<file path="config.mk">
export PLATFORM = sky130hd
export DESIGN_NAME = clk_en_gen
export DESIGN_NICKNAME = d
export VERILOG_FILES = /design/src/rtl/clk_en_gen_pkg.sv /design/src/rtl/clk_en_chan.sv /design/src/rtl/clk_en_gen.sv
export SDC_FILE = /design/constraint.sdc
export NUM_CORES = 1
export LEC_CHECK = 0
export ABC_AREA = 1
export BUFFER_PORTS_ARGS = -buffer_cell sky130_fd_sc_hd__buf_2
export CORE_MARGIN = 1
export CORE_UTILIZATION = 35
export DETAILED_ROUTE_END_ITERATION = 7
export GPL_TIMING_DRIVEN = 0
export MAX_ROUTING_LAYER = met4
export SETUP_SLACK_MARGIN = 0.5
export SYNTH_ARGS = -nofsm -noshare
export SYNTH_HDL_FRONTEND = slang
export SYNTH_SLANG_ARGS = --single-unit
export TNS_END_PERCENT = 10
</file>
<file path="constraint.sdc">
create_clock -name clk -period 1.94 [get_ports clk]
set_input_delay 0.097 -clock clk [delete_from_list [all_inputs] [get_ports clk]]
set_output_delay 0.097 -clock clk [all_outputs]
set_load 0.05 [all_outputs]
</file>
<file path="src/rtl/clk_en_gen_pkg.sv">
// clk_en_gen_pkg: shared types and helpers for the clk_en_gen slice
//   CNT_W_DEF   default counter/divisor width
//   cnt_t       counter/divisor/phase word
//   ch_t        stored channel index (up to 256 channels)
//   cfg_slot_t  pending divisor update {ch, div[, phase]}
//   norm_div    maps a requested divisor of 0 to 1
//   clamp_phase limits a start phase to the last count of a period
//   Optional macro CLK_EN_GEN_PHASE_EN adds the phase field to cfg_slot_t.
package clk_en_gen_pkg;
    localparam int CNT_W_DEF = 16;
    typedef logic [CNT_W_DEF-1:0] cnt_t;
    typedef logic [7:0] ch_t;
    typedef struct packed {
        ch_t  ch;
        cnt_t div;
`ifdef CLK_EN_GEN_PHASE_EN
        cnt_t phase;
`endif
    } cfg_slot_t;
    function automatic cnt_t norm_div(input cnt_t d);
        return (d == '0) ? cnt_t'(1) : d;
    endfunction
    function automatic cnt_t clamp_phase(input cnt_t p, input cnt_t d);
        return (p > d - cnt_t'(1)) ? d - cnt_t'(1) : p;
    endfunction
endpackage

</file>
<file path="src/rtl/clk_en_chan.sv">
// clk_en_chan: one counter/divisor channel of clk_en_gen
//   clk, rst   clock, synchronous active-high reset
//   run        channel enable; low holds the counter at its start value
//   restart    reload the start value this edge (sync)
//   load       take ld_div (and ld_phase) as the new divisor (and phase)
//   ld_div     new divisor, already normalised to >= 1
//   ld_phase   new start phase (only with CLK_EN_GEN_PHASE_EN)
//   wrap       combinational: the counter ends its period at this edge
//   clk_en     registered one-cycle enable pulse
module clk_en_chan
    import clk_en_gen_pkg::*;
#(
    parameter cnt_t DEF_DIV = cnt_t'(4)
) (
    input  logic clk,
    input  logic rst,
    input  logic run,
    input  logic restart,
    input  logic load,
    input  cnt_t ld_div,
`ifdef CLK_EN_GEN_PHASE_EN
    input  cnt_t ld_phase,
`endif
    output logic wrap,
    output logic clk_en
);
    cnt_t cnt, div, nxt_div, start;
    assign nxt_div = load ? ld_div : div;
`ifdef CLK_EN_GEN_PHASE_EN
    cnt_t phase, nxt_phase;
    assign nxt_phase = load ? ld_phase : phase;
    // Start value follows the divisor/phase that will be in force after this edge.
    assign start = clamp_phase(nxt_phase, nxt_div);
`else
    assign start = '0;
`endif
    // Wrap uses the divisor of the period now ending; a load takes effect for the next one.
    assign wrap = run && (cnt == div - cnt_t'(1));
    always_ff @(posedge clk) begin
        if (rst) begin
            cnt    <= '0;
            div    <= DEF_DIV;
            clk_en <= 1'b0;
`ifdef CLK_EN_GEN_PHASE_EN
            phase  <= '0;
`endif
        end else begin
            if (load) begin
                div   <= ld_div;
`ifdef CLK_EN_GEN_PHASE_EN
                phase <= ld_phase;
`endif
            end
            if (restart || !run) begin
                cnt    <= start;
                clk_en <= 1'b0;
            end else if (wrap) begin
                cnt    <= '0;
                clk_en <= 1'b1;
            end else begin
                cnt    <= cnt + cnt_t'(1);
                clk_en <= 1'b0;
            end
        end
    end
endmodule

</file>
<file path="src/rtl/clk_en_gen.sv">
// clk_en_gen: multi-channel runtime-programmable clock-enable generator
//   clk, rst    clock, synchronous active-high reset
//   run         per-channel run mask
//   sync        one-cycle pulse restarting every channel counter
//   cfg_valid   divisor update request
//   cfg_ready   pending slot free; transfer on cfg_valid && cfg_ready
//   cfg_ch      target channel (indices >= NUM_CH are accepted and dropped)
//   cfg_div     new divisor, 0 treated as 1
//   cfg_phase   new start phase (only with CLK_EN_GEN_PHASE_EN)
//   clk_en      registered one-cycle enable pulses
//   Optional macro CLK_EN_GEN_PHASE_EN adds per-channel start phase.
module clk_en_gen
    import clk_en_gen_pkg::*;
#(
    parameter int NUM_CH  = 4,
    parameter int CNT_W   = CNT_W_DEF,
    parameter int DEF_DIV = 4,
    localparam int CH_W   = $clog2(NUM_CH) | 1
) (
    input  logic              clk,
    input  logic              rst,
    input  logic [NUM_CH-1:0] run,
    input  logic              sync,
    input  logic              cfg_valid,
    output logic              cfg_ready,
    input  logic [CH_W-1:0]   cfg_ch,
    input  logic [CNT_W-1:0]  cfg_div,
`ifdef CLK_EN_GEN_PHASE_EN
    input  logic [CNT_W-1:0]  cfg_phase,
`endif
    output logic [NUM_CH-1:0] clk_en
);
    cfg_slot_t slot;
    logic slot_full, accept, apply;
    logic [NUM_CH-1:0] wrap, load;
    assign cfg_ready = !slot_full;
    // Out-of-range channels still complete the handshake but never reach the slot.
    assign accept = cfg_valid && !slot_full && ({1'b0, cfg_ch} < (CH_W+1)'(NUM_CH));
    assign apply = |load;
    always_ff @(posedge clk) begin
        if (rst) begin
            slot_full <= 1'b0;
            slot      <= '0;
        end else if (apply) begin
            slot_full <= 1'b0;
        end else if (accept) begin
            slot_full <= 1'b1;
            slot.ch   <= ch_t'(cfg_ch);
            slot.div  <= norm_div(cnt_t'(cfg_div));
`ifdef CLK_EN_GEN_PHASE_EN
            slot.phase <= cnt_t'(cfg_phase);
`endif
        end
    end
    for (genvar i = 0; i < NUM_CH; i++) begin : g_ch
        assign load[i] = slot_full && (slot.ch == ch_t'(i)) && (wrap[i] || !run[i] || sync);
        clk_en_chan #(.DEF_DIV(cnt_t'(DEF_DIV))) u_chan (
            .clk     (clk),
            .rst     (rst),
            .run     (run[i]),
            .restart (sync),
            .load    (load[i]),
            .ld_div  (slot.div),
`ifdef CLK_EN_GEN_PHASE_EN
            .ld_phase(slot.phase),
`endif
            .wrap    (wrap[i]),
            .clk_en  (clk_en[i])
        );
    end
endmodule

</file>
==> summary by stage <==
Logic synthesis
The number of nets in the synthesized netlist is between 1k and 1.5k. The synthesized area divided by synthesized cell count is 6.65 um^2. The Yosys step of the flow raised 0 warnings. The post-synthesis sequential area ratio is 0.356. The largest area contributor in the synthesized netlist is sky130_fd_sc_hd__dfxtp_1.

Synthesis produced a netlist whose cell count is 1285. The proportion of netlist area held by the largest area contributor is 0.356. Sorting the synthesized cells by area gives the leading types as sky130_fd_sc_hd__dfxtp_1 36%, sky130_fd_sc_hd__nand2_1 13%, sky130_fd_sc_hd__nor2_1 10%. The number of unique standard cell types used by synthesis is 47. In this run, synthesis inferred 0 flip-flops with an integrated enable. In the synthesized netlist the dominant register cell turns out to be sky130_fd_sc_hd__dfxtp_1.

The number of storage elements in the synthesis netlist is 152. The cell area that synthesis handed to floorplanning was 8550 um^2. The proportion of register bits with asynchronous set or reset after synthesis is 0.

Clocking
The later pin in the worst-skew pair is clocked with a latency of ~430 ps. The CTS tree is yes. The number of clock sinks is 152. The clock tree synthesis step divided the H-tree into 4 levels. The clock root buffer master is sky130_fd_sc_hd__clkbuf_16. The number of CTS-inserted buffers is 17.

The number of buffers between clock root and the deepest sink is 2. After clock tree synthesis, the clock-pin slew on the worst setup and hold paths is approximately 60 ps.

Power
The share of total power dissipated in sequential elements is 0.439. The switching power as a share of total power is 0.262. The static leakage is 4.69 nW. The analysis attributes to net switching a power of approximately 2 mW.

The internal power component is 5.50 mW. IR analysis of the VDD net gives a maximum drop of 0.000583 V. Of the total power, combinational logic draws 0.101.

Of the total power, the clock network draws 0.460. Power spread over the standard cell area amounts to between 600 and 700 nW/um^2.

Worst setup path
The maximum single-stage delay on the critical path is approximately 370 ps. The data required time of the critical path is 2240 ps. STA classifies the critical path endpoint as a flip-flop. The largest fanout on the critical path is 5. By instance count, the cell type seen most on the critical path is sky130_fd_sc_hd__nand2_1. The signal on the critical path passes through inv_4 -> ha_4 -> or2_4 -> nand3b_1 -> nand2_1 -> nor2_1 -> nand2_1 -> nor2_2 -> nand3_2 -> o21bai_4 -> nand2_4 -> clkbuf_16 -> nand2_1 -> a21oi_1.

The slowest library cell on the worst path is sky130_fd_sc_hd__dfxtp_4. The arrival time at the worst endpoint is 2480 ps. The sort of element at the start of the critical path is a flip-flop. The type of the worst setup path is flip-flop to flip-flop.

STA
The worst hold margin is 8.05 ps. The final-report setup violation count is around 110. Setup repair after global routing could not meet its margin everywhere. Summed over all failing endpoints, the final setup total negative slack is -15620 ps.

Based on the critical path, the design can be clocked at up to 458 MHz. The max-slew violation total from the final report was 0. The clock tree skew after final layout is 13.2 ps. The number of failing hold endpoints at the final stage is 0. The post-route clock period utilization is 1.13. At the pin with the least slew margin, the transition time is 759 ps. The final critical-path required period is 2190 ps. The setup slack of the critical path after layout is -245 ps. The tightest slew margin relative to the limit is 0.494.

Floorplan
The die is 158 um tall. In this run the horizontal extent of the chip is around 160 um. In this run the core area contains 56 standard-cell rows. The die covers 25000 um^2. The starting density of the core is 0.361.

The total core area is 23700 um^2. 32 I/O pins were placed.

Route
Once detail routing completed, the nets flagged for antenna violations numbered 0. The total detailed-routing wirelength is 22.8 mm. The initial DRC count is 434. Across all layers, the routed design uses around 8.2k vias. The length of the first detailed-routing pass in iterations is 5. In the final routed layout, each cell accounts on average for 13.3 um. The count of unresolved DRC violations after routing is 0. Dividing the detail-routed via count by the number of cells gives 4.75.

Place
Once placement finished, the instance area stood at roughly 9200 um^2. Detailed placement ended at an HPWL of 15.9 mm. At the end of routability-driven placement, the weighted congestion stood at between 0.8 and 0.9. The number of buffers added on ports is 30.

Status
The final reports fail on setup timing. The flow ran to the end, but the final reports show violations.

Job
The number of maximum-capacitance violations is 0.

GRT
The first-pass GRT wire length is 36.8 mm. Entering global routing, the biggest net connects 17 pins. The total routing usage reported by global routing is 0.193. The via count of the first global-routing pass is 7581. The initial antenna violation count is 0.

The total overflow reported by the global router is 0.

Cells and area
The number of inserted diodes is 0. The final design area excluding fillers is roughly 11000 um^2. Compared with the post-synthesis result, the final layout area differs by 29.5%.

For this run, the post-layout net count is 1426. The fraction of layout instances using a drive strength above 1 is 0.220. For this run, the share of the core covered by cells in the final layout is 0.467. The fill cell total of the finished layout is 2401.

Min path
The classification of the worst-slack hold path is primary input to flip-flop.
-- cells by family (layout without fill, tap and decap cells) --
logic type,Yosys count,count (layout),synth area share
DFF,152,152,0.356
xor gates and xnor gates,73,73,0.0780
buffers and inverters,183,300,0.0900
AOI/OAI and AO/OA,122,122,0.0764
and+or+nand+nor,747,748,0.388
adders and majority gates,8,8,0.0117
-- registers in the layout, summed over array words and instances, names as in the netlist --
register,flops
slot_full,1
g_ch.u_chan.div,64
g_ch.u_chan.clk_en,4
slot,19
g_ch.u_chan.cnt,64
-- critical path, delay by kind of cell (launching register included) --
family	cells	cell delay (ps)
simple gates	9	920
flops	1	370
compound gates	2	320
buf+inv	2	250
fa+ha+maj	1	160
-- what timing repair did --
action / 4_1_cts / 5_1_grt
hold buffers: 18 / 0
pin swaps: 34 / 44
resized for setup: 134 / 94
endpoints found under the hold margin: 18 / 0
gates cloned: 4 / 4
endpoints found under the setup margin: 151 / 149
setup buffers: 19 / 12
-- path summary, 6_finish.rpt --
check,start,to,slack [ps],cells past startpoint
worst min-delay path,cfg_div[15],slot[15],8,3
worst max-delay path,g_ch[0].u_chan.div[0],g_ch[0].u_chan.div[14],-250,14
worst min register to register,g_ch[1].u_chan.cnt[0],g_ch[1].u_chan.cnt[0],440,1
worst max register to register,g_ch[0].u_chan.div[0],g_ch[0].u_chan.div[14],-250,14
-- stage by stage --
step | worst slack [ps] | std cells | total power, mW
detailed placement | -570 | 1634 | 3.90
global placement | -590 | 1634 | 3.89
global route | -393 | 1722 | 7.73
finish | -245 | 1722 | 7.46
CTS | -214 | 1706 | 7.43
floorplan | 4.09 | 1285 | 3.70
-- power by group through the flow --
stage | registers [mW] | clock network [mW] | logic (mW)
final | 3.28 | 3.43 | 0.750
after floorplan | 3.29 | 0 | 0.416
after detailed placement | 3.33 | 0 | 0.564
after global placement | 3.33 | 0 | 0.556
after global routing | 3.28 | 3.62 | 0.832
after CTS | 3.27 | 3.48 | 0.682
-- metal layers --
metal	global-route usage	part of all wire	wire, um
met5	-	0	0
met4	0.0522	0.016	366
met3	0.0275	0.038	860
met2	0.316	0.48	10900
met1	0.249	0.47	10800
-- cells in the mapped netlist, types with 2 or more instances --
cell type	instances
sky130_fd_sc_hd__nand2_1	298
sky130_fd_sc_hd__nor2_1	238
sky130_fd_sc_hd__dfxtp_1	152
sky130_fd_sc_hd__inv_1	143
sky130_fd_sc_hd__nand3_1	76
sky130_fd_sc_hd__o21ai_0	61
sky130_fd_sc_hd__a21oi_1	48
sky130_fd_sc_hd__xor2_1	44
sky130_fd_sc_hd__xnor2_1	27
sky130_fd_sc_hd__nor3_1	26
sky130_fd_sc_hd__nand3b_1	19
sky130_fd_sc_hd__nor2_2	18
sky130_fd_sc_hd__clkbuf_1	15
sky130_fd_sc_hd__nor3b_1	13
sky130_fd_sc_hd__nor4_1	11
sky130_fd_sc_hd__nand4_1	10
sky130_fd_sc_hd__ha_1	8
sky130_fd_sc_hd__nand2_2	8
sky130_fd_sc_hd__buf_2	7
sky130_fd_sc_hd__or2_2	7
sky130_fd_sc_hd__buf_4	5
sky130_fd_sc_hd__buf_6	5
sky130_fd_sc_hd__nor2_4	5
sky130_fd_sc_hd__and3_1	4
sky130_fd_sc_hd__nand3_2	3
sky130_fd_sc_hd__nor3_2	3
sky130_fd_sc_hd__a211oi_1	2
sky130_fd_sc_hd__and2_1	2
sky130_fd_sc_hd__clkinv_2	2
sky130_fd_sc_hd__inv_2	2
sky130_fd_sc_hd__nand2_4	2
sky130_fd_sc_hd__o211ai_1	2
sky130_fd_sc_hd__o21ai_1	2
sky130_fd_sc_hd__o21bai_1	2
sky130_fd_sc_hd__o21bai_2	2
sky130_fd_sc_hd__xnor3_1	2
-- cells in the final DEF (no fill, tap or decap), drive strengths merged, types with 37 or more instances in the layout --
master and instances:
xor2 44, dfxtp 152, a21oi 48, nand3 79, inv 147, clkbuf 37
nor2 261, nand2 309, o21ai 64, buf 83
-- cell type report --
cell class,instances,area (um^2),area share
buffer,35,299,0.0270
clock buffer,17,425,0.0384
clock inverter,14,175,0.0158
inverter,148,586,0.0529
multi-input combinational,951,5330,0.482
sequential,152,3070,0.278
tap,319,399,0.0361
timing repair buffer,86,776,0.0701
Note: power is estimated with default switching activity, not from simulation.
